<file path="config.mk">
export PLATFORM = sky130hd
export DESIGN_NAME = axi_lite_dbg_master_flat
export DESIGN_NICKNAME = d
export VERILOG_FILES = /design/src/rtl/axi_dbg_pkg.sv /design/src/rtl/axi_lite_dbg_master_if.sv /design/src/rtl/axi_lite_dbg_master_tx_ser.sv /design/src/rtl/axi_lite_dbg_master.sv /design/src/flat_wrapper.sv
export SDC_FILE = /design/constraint.sdc
export NUM_CORES = 1
export LEC_CHECK = 0
export ABC_AREA = 0
export BUFFER_PORTS_ARGS = -buffer_cell sky130_fd_sc_hd__buf_2
export CELL_PAD_IN_SITES_DETAIL_PLACEMENT = 2
export CELL_PAD_IN_SITES_GLOBAL_PLACEMENT = 2
export CORE_UTILIZATION = 29
export CTS_CLUSTER_DIAMETER = 40
export DETAILED_ROUTE_END_ITERATION = 7
export HOLD_SLACK_MARGIN = 0.1
export PLACE_DENSITY_LB_ADDON = 0.2
export SYNTH_ARGS = -nofsm -noshare
export SYNTH_HDL_FRONTEND = slang
export SYNTH_SLANG_ARGS = --single-unit
</file>
<file path="constraint.sdc">
create_clock -name clk_i -period 2.78 [get_ports clk_i]
set_clock_uncertainty 0.2 [all_clocks]
set_input_delay 0 -clock clk_i [delete_from_list [all_inputs] [get_ports clk_i]]
set_output_delay 0 -clock clk_i [all_outputs]
set_load 0.03 [all_outputs]
</file>
<file path="src/rtl/axi_dbg_pkg.sv">
// Shared definitions for the AXI4-Lite debug master: FSM states, command
// bytes, response status bytes and the AXI response decode helper.
// Also provides a default for `CEP_AXI_ADDR_WIDTH when the platform does not.

`ifndef CEP_AXI_ADDR_WIDTH
`define CEP_AXI_ADDR_WIDTH 32
`endif

package axi_dbg_pkg;

    typedef enum logic [2:0] {
        ST_IDLE,
        ST_GET_ADDR,
        ST_GET_DATA,
        ST_WR_REQ,
        ST_WR_RESP,
        ST_RD_REQ,
        ST_RD_RESP,
        ST_SEND
    } dbg_state_e;

    // Command opcodes (first byte of a frame)
    localparam logic [7:0] CMD_READ  = 8'h52;
    localparam logic [7:0] CMD_WRITE = 8'h57;

    // Status byte, first byte of every response
    localparam logic [7:0] STS_OKAY    = 8'h00;
    localparam logic [7:0] STS_ERR     = 8'h01;
    localparam logic [7:0] STS_TIMEOUT = 8'h02;

    localparam logic [1:0] AXI_RESP_OKAY = 2'b00;

    // Any non-OKAY AXI response collapses to a single error status.
    function automatic logic [7:0] resp_status(input logic [1:0] resp);
        return (resp == AXI_RESP_OKAY) ? STS_OKAY : STS_ERR;
    endfunction

endpackage

</file>
<file path="src/rtl/axi_lite_dbg_master_if.sv">
// AXI4-Lite bundle with Master/Slave modports.

interface AXI_LITE #(
    parameter int AXI_ADDR_WIDTH = 32,
    parameter int AXI_DATA_WIDTH = 32
) ();

    logic [AXI_ADDR_WIDTH-1:0]   awaddr;
    logic [2:0]                  awprot;
    logic                        awvalid;
    logic                        awready;

    logic [AXI_DATA_WIDTH-1:0]   wdata;
    logic [AXI_DATA_WIDTH/8-1:0] wstrb;
    logic                        wvalid;
    logic                        wready;

    logic [1:0]                  bresp;
    logic                        bvalid;
    logic                        bready;

    logic [AXI_ADDR_WIDTH-1:0]   araddr;
    logic [2:0]                  arprot;
    logic                        arvalid;
    logic                        arready;

    logic [AXI_DATA_WIDTH-1:0]   rdata;
    logic [1:0]                  rresp;
    logic                        rvalid;
    logic                        rready;

    modport Master (
        output awaddr, awprot, awvalid, input awready,
        output wdata, wstrb, wvalid,    input wready,
        input  bresp, bvalid,           output bready,
        output araddr, arprot, arvalid, input arready,
        input  rdata, rresp, rvalid,    output rready
    );

    modport Slave (
        input  awaddr, awprot, awvalid, output awready,
        input  wdata, wstrb, wvalid,    output wready,
        output bresp, bvalid,           input bready,
        input  araddr, arprot, arvalid, output arready,
        output rdata, rresp, rvalid,    input rready
    );

endinterface

</file>
<file path="src/rtl/axi_lite_dbg_master_tx_ser.sv">
// axi_dbg_tx_ser: shifts out a 1- or 5-byte response, MSB byte first,
// over a valid/ready byte stream. o_done pulses on acceptance of the last byte.

module axi_dbg_tx_ser (
    input  logic        clk_i,
    input  logic        rst_i,
    input  logic        i_load,
    input  logic        i_len5,
    input  logic [39:0] i_bytes,
    output logic [7:0]  o_tx_data,
    output logic        o_tx_valid,
    input  logic        i_tx_ready,
    output logic        o_done
);

    logic [39:0] r_shift;
    logic [2:0]  r_left;
    logic        r_valid;
    logic        w_accept;

    assign w_accept   = r_valid && i_tx_ready;
    assign o_done     = w_accept && (r_left == 3'd0);
    assign o_tx_data  = r_shift[39:32];
    assign o_tx_valid = r_valid;

    // Load a response, then advance one byte per accepted transfer; data only
    // moves on acceptance so it is held steady across sink stalls.
    always_ff @(posedge clk_i) begin
        if (rst_i) begin
            r_shift <= '0;
            r_left  <= '0;
            r_valid <= 1'b0;
        end else if (i_load) begin
            r_shift <= i_bytes;
            r_left  <= i_len5 ? 3'd4 : 3'd0;
            r_valid <= 1'b1;
        end else if (w_accept) begin
            r_shift <= {r_shift[31:0], 8'h00};
            if (r_left == 3'd0)
                r_valid <= 1'b0;
            else
                r_left <= r_left - 3'd1;
        end
    end

endmodule

</file>
<file path="src/rtl/axi_lite_dbg_master.sv">
// axi_lite_dbg_master: turns a byte-stream command protocol into single
// AXI4-Lite reads/writes and streams back a status (+ read data) response.
// Optional feature macro: AXI_DBG_RX_TIMEOUT_EN (abort stalled partial commands).

`ifndef CEP_AXI_ADDR_WIDTH
`define CEP_AXI_ADDR_WIDTH 32
`endif

module axi_lite_dbg_master
    import axi_dbg_pkg::*;
#(
    parameter int ADDR_WIDTH     = `CEP_AXI_ADDR_WIDTH,
    parameter int DATA_WIDTH     = 32,
    parameter int TIMEOUT_CYCLES = 65535
) (
    input  logic       clk_i,
    input  logic       rst_i,
    input  logic [7:0] rx_data_i,
    input  logic       rx_valid_i,
    output logic       rx_ready_o,
    output logic [7:0] tx_data_o,
    output logic       tx_valid_o,
    input  logic       tx_ready_i,
    output logic       busy_o,
    AXI_LITE.Master    master
);

    if (DATA_WIDTH != 32) begin : g_bad_data_width
        $error("axi_lite_dbg_master: only DATA_WIDTH=32 is supported");
    end
    if (ADDR_WIDTH != `CEP_AXI_ADDR_WIDTH) begin : g_bad_addr_width
        $error("axi_lite_dbg_master: ADDR_WIDTH must match CEP_AXI_ADDR_WIDTH");
    end
    if (TIMEOUT_CYCLES < 1) begin : g_bad_timeout
        $error("axi_lite_dbg_master: TIMEOUT_CYCLES must be at least 1");
    end

    dbg_state_e  r_state;
    dbg_state_e  w_state_nxt;
    logic [31:0] r_addr;
    logic [31:0] r_wdata;
    logic [1:0]  r_cnt;
    logic        r_is_wr;
    logic        r_aw_done;
    logic        r_w_done;

    logic        w_rx_ready;
    logic        w_rx_fire;
    logic        w_tmo;
    logic        w_wr_done;
    logic        w_ld;
    logic        w_ld_len5;
    logic [39:0] w_ld_bytes;
    logic        w_tx_done;

    assign w_rx_ready = (r_state == ST_IDLE) || (r_state == ST_GET_ADDR) ||
                        (r_state == ST_GET_DATA);
    assign rx_ready_o = w_rx_ready && !rst_i;
    assign w_rx_fire  = rx_valid_i && rx_ready_o;
    assign busy_o     = (r_state != ST_IDLE);

    // AW and W are launched together; each drops independently once accepted.
    assign master.awaddr  = ADDR_WIDTH'(r_addr);
    assign master.awprot  = 3'b000;
    assign master.awvalid = (r_state == ST_WR_REQ) && !r_aw_done;
    assign master.wdata   = DATA_WIDTH'(r_wdata);
    assign master.wstrb   = '1;
    assign master.wvalid  = (r_state == ST_WR_REQ) && !r_w_done;
    assign master.bready  = (r_state == ST_WR_RESP);
    assign master.araddr  = ADDR_WIDTH'(r_addr);
    assign master.arprot  = 3'b000;
    assign master.arvalid = (r_state == ST_RD_REQ);
    assign master.rready  = (r_state == ST_RD_RESP);

    assign w_wr_done = (r_aw_done || master.awready) && (r_w_done || master.wready);

`ifdef AXI_DBG_RX_TIMEOUT_EN
    localparam int TMO_W = $clog2(TIMEOUT_CYCLES + 1);
    logic [TMO_W-1:0] r_tmo_cnt;
    logic             w_in_get;

    assign w_in_get = (r_state == ST_GET_ADDR) || (r_state == ST_GET_DATA);
    assign w_tmo    = w_in_get && !w_rx_fire &&
                      (r_tmo_cnt == TMO_W'(TIMEOUT_CYCLES - 1));

    // Count consecutive byte-less cycles inside a partial command.
    always_ff @(posedge clk_i) begin
        if (rst_i || !w_in_get || w_rx_fire)
            r_tmo_cnt <= '0;
        else
            r_tmo_cnt <= r_tmo_cnt + 1'b1;
    end
`else
    assign w_tmo = 1'b0;
`endif

    // State register.
    always_ff @(posedge clk_i) begin
        if (rst_i)
            r_state <= ST_IDLE;
        else
            r_state <= w_state_nxt;
    end

    // Next-state decode and response loading into the serializer.
    always_comb begin
        w_state_nxt = r_state;
        w_ld        = 1'b0;
        w_ld_len5   = 1'b0;
        w_ld_bytes  = '0;
        case (r_state)
            ST_IDLE: begin
                if (w_rx_fire && (rx_data_i == CMD_READ || rx_data_i == CMD_WRITE))
                    w_state_nxt = ST_GET_ADDR;
            end
            ST_GET_ADDR: begin
                if (w_rx_fire && r_cnt == 2'd3)
                    w_state_nxt = r_is_wr ? ST_GET_DATA : ST_RD_REQ;
                else if (w_tmo) begin
                    w_state_nxt = ST_SEND;
                    w_ld        = 1'b1;
                    w_ld_bytes  = {STS_TIMEOUT, 32'h0};
                end
            end
            ST_GET_DATA: begin
                if (w_rx_fire && r_cnt == 2'd3)
                    w_state_nxt = ST_WR_REQ;
                else if (w_tmo) begin
                    w_state_nxt = ST_SEND;
                    w_ld        = 1'b1;
                    w_ld_bytes  = {STS_TIMEOUT, 32'h0};
                end
            end
            ST_WR_REQ: begin
                if (w_wr_done)
                    w_state_nxt = ST_WR_RESP;
            end
            ST_WR_RESP: begin
                if (master.bvalid) begin
                    w_state_nxt = ST_SEND;
                    w_ld        = 1'b1;
                    w_ld_bytes  = {resp_status(master.bresp), 32'h0};
                end
            end
            ST_RD_REQ: begin
                if (master.arready)
                    w_state_nxt = ST_RD_RESP;
            end
            ST_RD_RESP: begin
                if (master.rvalid) begin
                    w_state_nxt = ST_SEND;
                    w_ld        = 1'b1;
                    w_ld_len5   = 1'b1;
                    w_ld_bytes  = {resp_status(master.rresp), 32'(master.rdata)};
                end
            end
            ST_SEND: begin
                if (w_tx_done)
                    w_state_nxt = ST_IDLE;
            end
            default: w_state_nxt = ST_IDLE;
        endcase
    end

    // Command field assembly (MSB first) and AW/W completion tracking.
    always_ff @(posedge clk_i) begin
        if (rst_i) begin
            r_addr    <= '0;
            r_wdata   <= '0;
            r_cnt     <= '0;
            r_is_wr   <= 1'b0;
            r_aw_done <= 1'b0;
            r_w_done  <= 1'b0;
        end else begin
            if (w_rx_fire) begin
                case (r_state)
                    ST_IDLE: begin
                        r_is_wr <= (rx_data_i == CMD_WRITE);
                        r_cnt   <= 2'd0;
                    end
                    ST_GET_ADDR: begin
                        r_addr <= {r_addr[23:0], rx_data_i};
                        r_cnt  <= r_cnt + 2'd1;
                    end
                    ST_GET_DATA: begin
                        r_wdata <= {r_wdata[23:0], rx_data_i};
                        r_cnt   <= r_cnt + 2'd1;
                    end
                    default: ;
                endcase
            end
            if (r_state == ST_WR_REQ) begin
                if (master.awvalid && master.awready) r_aw_done <= 1'b1;
                if (master.wvalid && master.wready)   r_w_done  <= 1'b1;
            end else begin
                r_aw_done <= 1'b0;
                r_w_done  <= 1'b0;
            end
        end
    end

    axi_dbg_tx_ser u_tx_ser (
        .clk_i      (clk_i),
        .rst_i      (rst_i),
        .i_load     (w_ld),
        .i_len5     (w_ld_len5),
        .i_bytes    (w_ld_bytes),
        .o_tx_data  (tx_data_o),
        .o_tx_valid (tx_valid_o),
        .i_tx_ready (tx_ready_i),
        .o_done     (w_tx_done)
    );

endmodule
</file>
<file path="src/flat_wrapper.sv">
// flat-port wrapper written by rule: the top's interface ports become plain ports
module axi_lite_dbg_master_flat import axi_dbg_pkg::*;
#(
    parameter int ADDR_WIDTH     = `CEP_AXI_ADDR_WIDTH,
    parameter int DATA_WIDTH     = 32,
    parameter int TIMEOUT_CYCLES = 65535
)
  (clk_i, rst_i, rx_data_i, rx_valid_i, rx_ready_o, tx_data_o, tx_valid_o, tx_ready_i, busy_o, master_awaddr, master_awprot, master_awvalid, master_awready, master_wdata, master_wstrb, master_wvalid, master_wready, master_bresp, master_bvalid, master_bready, master_araddr, master_arprot, master_arvalid, master_arready, master_rdata, master_rresp, master_rvalid, master_rready);
  AXI_LITE master_i ();
  input  logic clk_i;
  input  logic rst_i;
  input  logic [7:0] rx_data_i;
  input  logic rx_valid_i;
  output logic rx_ready_o;
  output logic [7:0] tx_data_o;
  output logic tx_valid_o;
  input  logic tx_ready_i;
  output logic busy_o;
  output wire logic [$bits(master_i.awaddr)-1:0] master_awaddr;
  output wire logic [$bits(master_i.awprot)-1:0] master_awprot;
  output wire logic [$bits(master_i.awvalid)-1:0] master_awvalid;
  input wire logic [$bits(master_i.awready)-1:0] master_awready;
  output wire logic [$bits(master_i.wdata)-1:0] master_wdata;
  output wire logic [$bits(master_i.wstrb)-1:0] master_wstrb;
  output wire logic [$bits(master_i.wvalid)-1:0] master_wvalid;
  input wire logic [$bits(master_i.wready)-1:0] master_wready;
  input wire logic [$bits(master_i.bresp)-1:0] master_bresp;
  input wire logic [$bits(master_i.bvalid)-1:0] master_bvalid;
  output wire logic [$bits(master_i.bready)-1:0] master_bready;
  output wire logic [$bits(master_i.araddr)-1:0] master_araddr;
  output wire logic [$bits(master_i.arprot)-1:0] master_arprot;
  output wire logic [$bits(master_i.arvalid)-1:0] master_arvalid;
  input wire logic [$bits(master_i.arready)-1:0] master_arready;
  input wire logic [$bits(master_i.rdata)-1:0] master_rdata;
  input wire logic [$bits(master_i.rresp)-1:0] master_rresp;
  input wire logic [$bits(master_i.rvalid)-1:0] master_rvalid;
  output wire logic [$bits(master_i.rready)-1:0] master_rready;
  assign master_awaddr = master_i.awaddr;
  assign master_awprot = master_i.awprot;
  assign master_awvalid = master_i.awvalid;
  assign master_i.awready = master_awready;
  assign master_wdata = master_i.wdata;
  assign master_wstrb = master_i.wstrb;
  assign master_wvalid = master_i.wvalid;
  assign master_i.wready = master_wready;
  assign master_i.bresp = master_bresp;
  assign master_i.bvalid = master_bvalid;
  assign master_bready = master_i.bready;
  assign master_araddr = master_i.araddr;
  assign master_arprot = master_i.arprot;
  assign master_arvalid = master_i.arvalid;
  assign master_i.arready = master_arready;
  assign master_i.rdata = master_rdata;
  assign master_i.rresp = master_rresp;
  assign master_i.rvalid = master_rvalid;
  assign master_rready = master_i.rready;
  axi_lite_dbg_master #(.ADDR_WIDTH(ADDR_WIDTH), .DATA_WIDTH(DATA_WIDTH), .TIMEOUT_CYCLES(TIMEOUT_CYCLES)) u_core (.clk_i(clk_i), .rst_i(rst_i), .rx_data_i(rx_data_i), .rx_valid_i(rx_valid_i), .rx_ready_o(rx_ready_o), .tx_data_o(tx_data_o), .tx_valid_o(tx_valid_o), .tx_ready_i(tx_ready_i), .busy_o(busy_o), .master(master_i));
endmodule
</file>
Word-level counts from Yosys, hierarchy flattened. Index checks and enable logic that the tools add are counted.

Register bits after elaboration: 116. Output and inout bits: 122. Word-level logic and storage cells: 97.

$add $sub $neg: 2. Eq/ne operators: 19. Mux-type cells: 29. Bitwise operators: 1. Reduce and logical (&&, ||, !) cells: 36.

Operators by type and width (number): 2-to-1 mux 40 bit (4); one-hot mux 40 bit (2 select lines) (1); 2-to-1 mux 3 bit (13); one-hot mux 3 bit (8 select lines) (1); == test 8 x 7 -> 1 bit, second input constant (2); != test 2 bit, second input constant (7); == test 3 bit, second input constant (4); AND reduction 2 bit (6); logical AND 1 bit (11); 2-to-1 mux 1 bit (8); AND reduction 8 bit (1); == test 3 x 2 -> 1 bit, second input constant (2); logical NOT 3 bit (2); nonzero test 2 bit (3); logical OR 1 bit (5); logical NOT 2 bit (2); != test 2 x 1 -> 1 bit, second input constant (2); one-hot mux 2 bit (2 select lines) (1); OR reduction 2 bit (2); == test 3 x 1 -> 1 bit, second input constant (1); logical NOT 1 bit (3); nonzero test 3 bit (1); subtractor 3 x 1 -> 3 bit, second input constant (1); adder 2 x 1 -> 2 bit, second input constant (1); other kinds (3) (3).

Depth between registers and ports, before layout. Gate-level depths: netlist (run 1).

Word-level depth: 8. Mapped depth: 7. Gate-level depth less buffers: 7.

By module. From an unflattened synthesis (run 1), not the netlist that was laid out.

Cells, all modules: 684. Area, all modules: 5470.2 µm².

Modules (own cells, without submodules): axi_lite_dbg_master (times used 1, cells each 432, area each 3323.2 µm², seq. area each 1441.4 µm²); axi_dbg_tx_ser (times used 1, cells each 252, area each 2147.1 µm², seq. area each 880.8 µm²).

Worst setup path before layout (run 1). No wires, ideal clock.

Kind: register -> register. Start point: reg u_core.r_state[0]. End point: reg u_core.u_tx_ser.r_shift[32]. Arrival: 1807 ps. Data required time: 2489 ps. Path slack: 682 ps. Cell stages (with the launch flop): 6. Buffers on the path: 2. Cell sequence: dfxtp_1 buf_2 buf_4 nor3_1 o211ai_1 a311oi_1.

Longest elaborated chain between the ends: 3.

RTL lines: from (decl) (RTL line axi_lite_dbg_master.sv:38) `dbg_state_e r_state;`; from (signal assigned) (RTL line axi_lite_dbg_master.sv:102) `r_state <= w_state_nxt;`; == test 3 bit *; via master_bready (RTL line flat_wrapper.sv:29) `output wire logic [$bits(master_i.bready)-1:0] master_bready;`; one-hot mux 40 bit (2 select lines) or one-hot mux 1 bit (2 select lines) (tied branches) (RTL line axi_lite_dbg_master.sv:111) `case (r_state)`; 2-to-1 mux 40 bit or nonzero test 2 bit (tied branches); to (signal assigned) (RTL line axi_lite_dbg_master_tx_ser.sv:34) `r_shift <= i_bytes;`; to (signal assigned) (RTL line axi_lite_dbg_master_tx_ser.sv:38) `r_shift <= {r_shift[31:0], 8'h00};`; to (decl) (RTL line axi_lite_dbg_master_tx_ser.sv:16) `logic [39:0] r_shift;`.

The timed path passes the listed nets; every way through them passes the cells marked *. A chain may end at the register's enable or synchronous reset.

Worst setup path after layout (run 1).
Start point: reg u_core.r_state[2]. End point: reg u_core.r_addr[6], in the netlist u_core.master.araddr[6].

Longest elaborated chain between the ends: 6.

RTL lines: == test 3 x 1 -> 1 bit or logical NOT 3 bit (tied branches) (RTL line axi_lite_dbg_master.sv:56, axi_lite_dbg_master.sv:176); logical OR 1 bit (2 in series) (RTL line axi_lite_dbg_master.sv:56) `assign w_rx_ready = (r_state == ST_IDLE) || (r_state == ST_GET_ADDR) ||`; logical AND 1 bit (RTL line axi_lite_dbg_master.sv:58) `assign rx_ready_o = w_rx_ready && !rst_i;`; logical AND 1 bit (RTL line axi_lite_dbg_master.sv:59) `assign w_rx_fire = rx_valid_i && rx_ready_o;`; AND reduction 2 bit (no source line) *; to (signal assigned) (RTL line axi_lite_dbg_master.sv:182) `r_addr <= {r_addr[23:0], rx_data_i};`; to (decl) (RTL line axi_lite_dbg_master.sv:40) `logic [31:0] r_addr;`.

Mark *: on every way between the ends. The rest lies on a longest branch, timed or not.

==> out/qor.yml, run 1 <==
outcome: "finished, final reports clean"
timing.critical_path.required_ps: 2930
nNetsFinal: 851
root_buffer: "clkbuf_16"
placeableCoreArea_mm2: 0.0167
boundaryPins: 175
wire_per_inst_um: 16.4
drc_errors: 0
clock_tree.htree_level_count: 4
reported_leakage_power_nw: 2.84
wire_length_of_the_first_global_routing_pass_mm: 27.3
grt_most_used_layer: "met2"
yosys_warnings: 0
worstSetupStartpointType: "flop"
cts_made_buffers: 17
fp-row-count: 47
netlist-cell-type-count: 44
critical_path.max_fanout: 32
maxClockFrequency_mhz: 394
report.final.slew_viol_count: 0
postLayoutSetupSlackWorst_ps: 243
post_drt_via_cell_ratio: 4.75
synth_cells: 631
number_of_enable_flip_flop_cells_after_synthesis: 0
peakVddDrop_v: 0.000434
route.final.wire_length_mm: 16.8
design.die.area_mm2: 0.0177
globalRoute.totalOverflow: 0
cts_buffer_depth: 2
drive_above_1_share_pct: 27.1
clk_pin_slew_ps: 50
slew_hr_pct: 58.2
post-place-ws_ps: 138
clock_network_latency_to_the_later_pin_of_the_worst_skew_pair_ps: 410
multiInputGateArea_mm2: 0.00211
final_antenna_net_count: 0
clkSinkCount: 116
grt.met2_usage_pct: 32.9
vias_in_the_first_global_route: 5201
dr_total_vias: 4883
final.min_clock_period_ps: 2540
portBuffers: 164
initial_antenna_violation_count: 0
layout_area_growth_over_synthesis_pct: 36.6
syn_avg_cell_area_um2: 7.89
postSynth.asyncResetShare_pct: 0
final_weighted_congestion_in_routability_driven_placement: 0.699
grt_setup_unrepaired: "no"
finalHoldViolations: 0
pwr_density_cell_mw_per_mm2: 720
ys_seq_area_share_pct: 46.6
place.detailed.hpwl_mm: 11.2
grtUsageTotal_pct: 19.6
crit_path_end_kind: "flop"
cts_tree: "yes"
fin_setup_tns_ps: 0
synth_seq_cells: 116
grt_start_max_net_pins: 42
globalRouteMet1Util_pct: 24.6
fillerInstances: 1949
detailedRoute.firstPassIterationCount: 4
grt.met3_usage_pct: 4.56
final-setup-viol-count: 0
floorplan.initialDensity_pct: 29.8
worstHoldPathType: "in2reg"
flip_flop_cell_with_the_highest_count_after_synthesis: "dfxtp_1"
die-width_um: 133
maxCapViolations: 0
antenna-diode-count: 0
min_period_over_period_pct: 91.3
critPathKind: "reg2reg"
drt_first_iter_violations: 134
syn_area_mm2: 0.00498
chipHeight_um: 133
tightest_slew_ps: 626
register_area_mm2: 0.00232
critical_path_arrival_ps: 2690
-- layer usage --
metal  wire length (µm)  share of wire, %
met1               7630                45
met2               8230                49
met3                696               4.1
met4                267               1.6
met5                  0                 0
-- cell usage after synthesis, types with 3 or more instances --
master / n / area share [%]
a211oi_1: 26 / 3.9
a211oi_2: 3 / 0.75
a21oi_1: 81 / 8.1
a22oi_1: 8 / 1.2
a311oi_1: 3 / 0.53
and2_1: 3 / 0.38
buf_2: 7 / 0.70
buf_4: 58 / 8.7
clkbuf_1: 26 / 2.0
dfxtp_1: 116 / 47
ha_1: 3 / 0.75
inv_1: 4 / 0.30
nand2_1: 176 / 13
nand3_1: 3 / 0.30
nor2_1: 44 / 3.3
nor2b_1: 3 / 0.38
nor3_1: 6 / 0.60
o21ai_0: 26 / 2.6
-- stage by stage --
step	instance area [µm²]	utilization, %	power, mW	instances	hold slack [ps]
2_1_floorplan	5010	-	2.32	639	-122
3_5_place_dp	5630	33.7	2.52	943	63.8
6_report	6800	40.7	4.89	1028	182
5_1_grt	6800	40.7	5.10	1028	205
3_3_place_gp	5630	33.7	2.48	943	48.3
4_1_cts	6790	40.6	4.94	1028	169
-- path summary, 6_finish.rpt --
kind              slack, ps  depth (start not counted)                                       end                                     start
hold / removal          180                          4   u_core.u_tx_ser.r_shift[2]$_SDFFE_PP0P_                           master_rdata[2]
hold reg to reg         250                          2  u_core.u_tx_ser.r_shift[35]$_SDFFE_PP0P_  u_core.u_tx_ser.r_shift[35]$_SDFFE_PP0P_
setup / recovery        240                          7      u_core.master.araddr[6]$_SDFFE_PP0P_            u_core.r_state[2]$_SDFFE_PP0P_
setup reg to reg        240                          7      u_core.master.araddr[6]$_SDFFE_PP0P_            u_core.r_state[2]$_SDFFE_PP0P_
-- registers in the layout (all words and copies together) (netlist names) --
signal / cells
u_core.r_aw_done: 1
u_core.u_tx_ser.r_shift: 40
u_core.r_state: 3
u_core.r_cnt: 2
u_core.u_tx_ser.r_left: 3
u_core.r_w_done: 1
u_core.master.wdata: 32
u_core.master.araddr: 32
u_core.u_tx_ser.o_tx_valid: 1
u_core.r_is_wr: 1
-- logic make-up (layout without fill, tap and decap cells) --
kind of cell	after synthesis	after routing	synth area share [%]
other	2	10	0.151
AND/OR/NAND/NOR	251	251	20.7
AO/OA/AOI/OAI	157	157	18.9
adder cells (fa/ha/maj)	3	3	0.754
XOR/XNOR	3	3	0.528
flip-flops	116	116	46.6
buffers and inverters	97	266	11.9
multiplexers	2	2	0.427
-- layout make-up --
type	count	area share [%]
inverters	6	0.331
flip-flops and latches	116	34.2
multi-input cells	426	31.1
well taps	220	4.05
clock buffers	22	6.97
clock inverters	10	2.25
repair buffers	228	21.1
-- power breakdown --
| part | switching, mW | internal, mW | total, mW |
|---|---|---|---|
| Sequential | 0.0912 | 1.73 | 1.82 |
| Clock | 0.769 | 1.56 | 2.33 |
| Combinational | 0.480 | 0.258 | 0.738 |
| Total | 1.34 | 3.55 | 4.89 |
-- what timing repair did --
action                                  CTS  global route
endpoints found under the setup margin    0            22
buffers inserted                          0             0
endpoints found under the hold margin    66             0
hold buffers                             53             0
resized for setup                         0             3
-- worst max-delay path: stages, from the launching register on --
cell	delay (ps)
dfxtp_1	720
a211oi_4	90
and2_1	240
nand3_1	100
buf_4	330
nand2_1	100
a21oi_1	140
dlygate4sd3_1	550
-- layout by cell type, fill, tap and decap left out, drive strengths merged, types with 10 or more instances in the layout --
master       Yosys  final
dlygate4sd3      0     53
clkbuf          26     22
conb             2     10
a21oi           81     81
nor2            45     45
o21ai           28     28
buf             65    175
nand2          177    177
a211oi          29     29
dfxtp          116    116
Note: power is estimated with default switching activity, not from simulation.
==> run 2: changes to the inputs <==
--- a/config.mk
+++ b/config.mk
@@ -12,6 +12,7 @@
 export CORE_UTILIZATION = 29
 export CTS_CLUSTER_DIAMETER = 40
 export DETAILED_ROUTE_END_ITERATION = 7
+export GPL_TIMING_DRIVEN = 0
 export HOLD_SLACK_MARGIN = 0.1
 export PLACE_DENSITY_LB_ADDON = 0.2
 export SYNTH_ARGS = -nofsm -noshare
==> run 2 against run 1 <==
Effect of this change: final area grew 7.1%; core utilization is 2.9 points higher; first-iteration DRC count rose by 50%; clock power decreased by 2%; flip-flop and latch count did not move; critical path type unchanged; critical endpoint is now u_core.master.wdata[6]$_SDFFE_PP0P_; largest cell class unchanged; largest power group unchanged; highest routed layer unchanged.
==> out/qor.yml, run 2 (same netlist as run 1, synthesis figures left out) <==
min_period_over_period_pct: 92.1
nNetsFinal: 933
critical_path_depth: 7
holdCritStartpoint: "master_rvalid"
layout_area_growth_over_synthesis_pct: 46.2
wire_length_of_the_first_global_routing_pass_mm: 31.4
final.min_clock_period_ps: 2560
critical_path_arrival_ps: 2690
combPwrFrac_pct: 17.0
slew_hr_pct: 57.3
grt_setup_unrepaired: "no"
reported_leakage_power_nw: 3.14
highest_layer: "met4"
net-switching-power_mw: 1.39
crit_path_end_kind: "flop"
final_cell_mix: "nand2_1, buf_2, dfxtp_1"
outcome: "finished, final reports clean"
placedCellCount: 1023
crit_start: "u_core.r_state[0]$_SDFFE_PP0P_"
root_buffer: "clkbuf_16"
largest_reg_flops: 40
report.power.total_mw: 4.91
register_area_mm2: 0.00232
share_seq_of_total_power_pct: 36.4
clk_pin_slew_ps: 50
clock_network_latency_to_the_later_pin_of_the_worst_skew_pair_ps: 420
critical_path_cell_sequence: "a211oi_2 > nand2_1 > dlygate4sd3_1 > nor3_2 > buf_4 > nand2_1 > a21oi_1"
route.final.wire_length_mm: 19.3
finalHoldViolations: 0
clkSinkCount: 116
grt_start_max_net_pins: 17
tightest_slew_ps: 639
sw_frac_of_total_pct: 28.3
drt_first_iter_violations: 201
reg2reg_depth: 7
dr_total_vias: 5298
detailedRoute.firstPassIterationCount: 4
critical-path-top-cell-by-count: "nand2_1"
layout_commonest_cell: "nand2_1"
clock_tree.htree_level_count: 4
floorplan.initialDensity_pct: 29.8
drive_above_1_share_pct: 30.9
power_frac_clock_pct: 46.6
report.final.slew_viol_count: 0
cp_num_buf_inv: 2
worst_path_dominant_cell_family: "buffers and inverters"
design.die.area_mm2: 0.0177
fp-row-count: 47
boundaryPins: 175
critical_path.max_fanout: 10
register_with_the_highest_flop_count: "u_core.u_tx_ser.r_shift"
dr_wl_met2_mm: 10.0
place.detailed.hpwl_mm: 13.0
die-width_um: 133
detailed_routed_wire_length_on_met3_um: 870
pwr_density_cell_mw_per_mm2: 675
chipHeight_um: 133
wire_per_inst_um: 17.4
vias_in_the_first_global_route: 5938
post_drt_via_cell_ratio: 4.77
drc_errors: 0
fin_worst_hold_slack_ps: 180
cts_made_buffers: 17
maxClockFrequency_mhz: 391
portBuffers: 164
cts_buffer_depth: 2
cts_tree: "yes"
globalRoute.totalOverflow: 0
fillerInstances: 1996
worst_r2r_startpoint: "u_core.r_state[0]$_SDFFE_PP0P_"
peakVddDrop_v: 0.000400
timing.critical_path.required_ps: 2910
cpPeakStageDelay_ps: 640
placeableCoreArea_mm2: 0.0167
whs_path_depth: 5
slowest_stage: "dlygate4sd3_1"
crit-reg2reg-capture: "u_core.master.wdata[6]$_SDFFE_PP0P_"
final-setup-viol-count: 0
critPathKind: "reg2reg"
worst-r2r-setup-slack_ps: 220
initial_antenna_violation_count: 1
finish.cell_count_without_fillers: 1111
finish.utilization_pct: 43.6
multiInputGateArea_mm2: 0.00210
fin_setup_tns_ps: 0
maxCapViolations: 0
hold-path-endpoint: "u_core.r_state[1]$_SDFFE_PP0P_"
final_antenna_net_count: 0
worstHoldPathType: "in2reg"
power_report.internal_total_mw: 3.52
grtUsageTotal_pct: 22.9
worstSetupStartpointType: "flop"
met1Wirelength_mm: 8.11
final_weighted_congestion_in_routability_driven_placement: 0.761
[run 2: changes by cell type in the layout (fill, tap and decap cells not counted), moves of 2 or more]
cell           before  now
buf_4              12   58
dlygate4sd3_1      53   55
a211oi_2            2    4
buf_2             163  170
clkbuf_1            2   28
[run 2: metrics by stage]
stage / setup slack [ps] / area (µm²)
after floorplan: 682 / 5010
after global placement: 751 / 6100
after detailed placement: 679 / 6100
after CTS: 47.0 / 7280
after global routing: 41.5 / 7280
final: 221 / 7280
[run 2: repair_timing]
| action | CTS | global route |
|---|---|---|
| endpoints found under the hold margin | 62 | 0 |
| gates resized for setup | 0 | 4 |
| setup endpoints to repair | 0 | 1 |
| hold buffers | 56 | 0 |
| buffers inserted | 0 | 0 |
[run 2: cell type report]
cell class / instances / area share [%]
flip-flops and latches: 116 / 31.9
clock inverters: 9 / 1.72
diodes: 1 / 0.0344
repair buffers: 219 / 18.8
well taps: 220 / 3.78
multi-input cells: 426 / 28.9
clock buffers: 23 / 6.70
inverters: 6 / 0.309
plain buffers: 91 / 7.84
[run 2: power groups by stage]
stage	combinational (mW)	sequential, mW	clock (mW)
floorplan	0.491	1.83	0
global placement	0.712	1.82	0
detailed placement	0.744	1.82	0
CTS	0.818	1.79	2.32
global route	0.898	1.80	2.41
finish	0.834	1.79	2.29
[run 2: worst max-delay path by stage]
stage	to	slack [ps]
2_1_floorplan	u_core.u_tx_ser.r_shift[32]$_SDFFE_PP0P_	680
4_1_cts	u_core.u_tx_ser.r_shift[8]$_SDFFE_PP0P_	50
3_3_place_gp	u_core.u_tx_ser.r_shift[25]$_SDFFE_PP0P_	750
3_5_place_dp	u_core.master.wdata[18]$_SDFFE_PP0P_	680
6_report	u_core.master.wdata[6]$_SDFFE_PP0P_	220
5_1_grt	u_core.master.wdata[6]$_SDFFE_PP0P_	40
[run 2: routing by layer]
| metal | track usage [%] | vias up |
|---|---|---|
| met5 | 0 | - |
| li1 | - | 2551 |
| met2 | 40.8 | 142 |
| met4 | 8.24 | 0 |
| met1 | 26.4 | 2580 |
| met3 | 5.56 | 25 |
[run 2: worst reg2reg max path, stage by stage (launching register included)]
cell and delay [ps]:
dfxtp_1 330, a211oi_2 390, nand2_1 110, dlygate4sd3_1 640, nor3_2 330, buf_4 240
nand2_1 80, a21oi_1 170
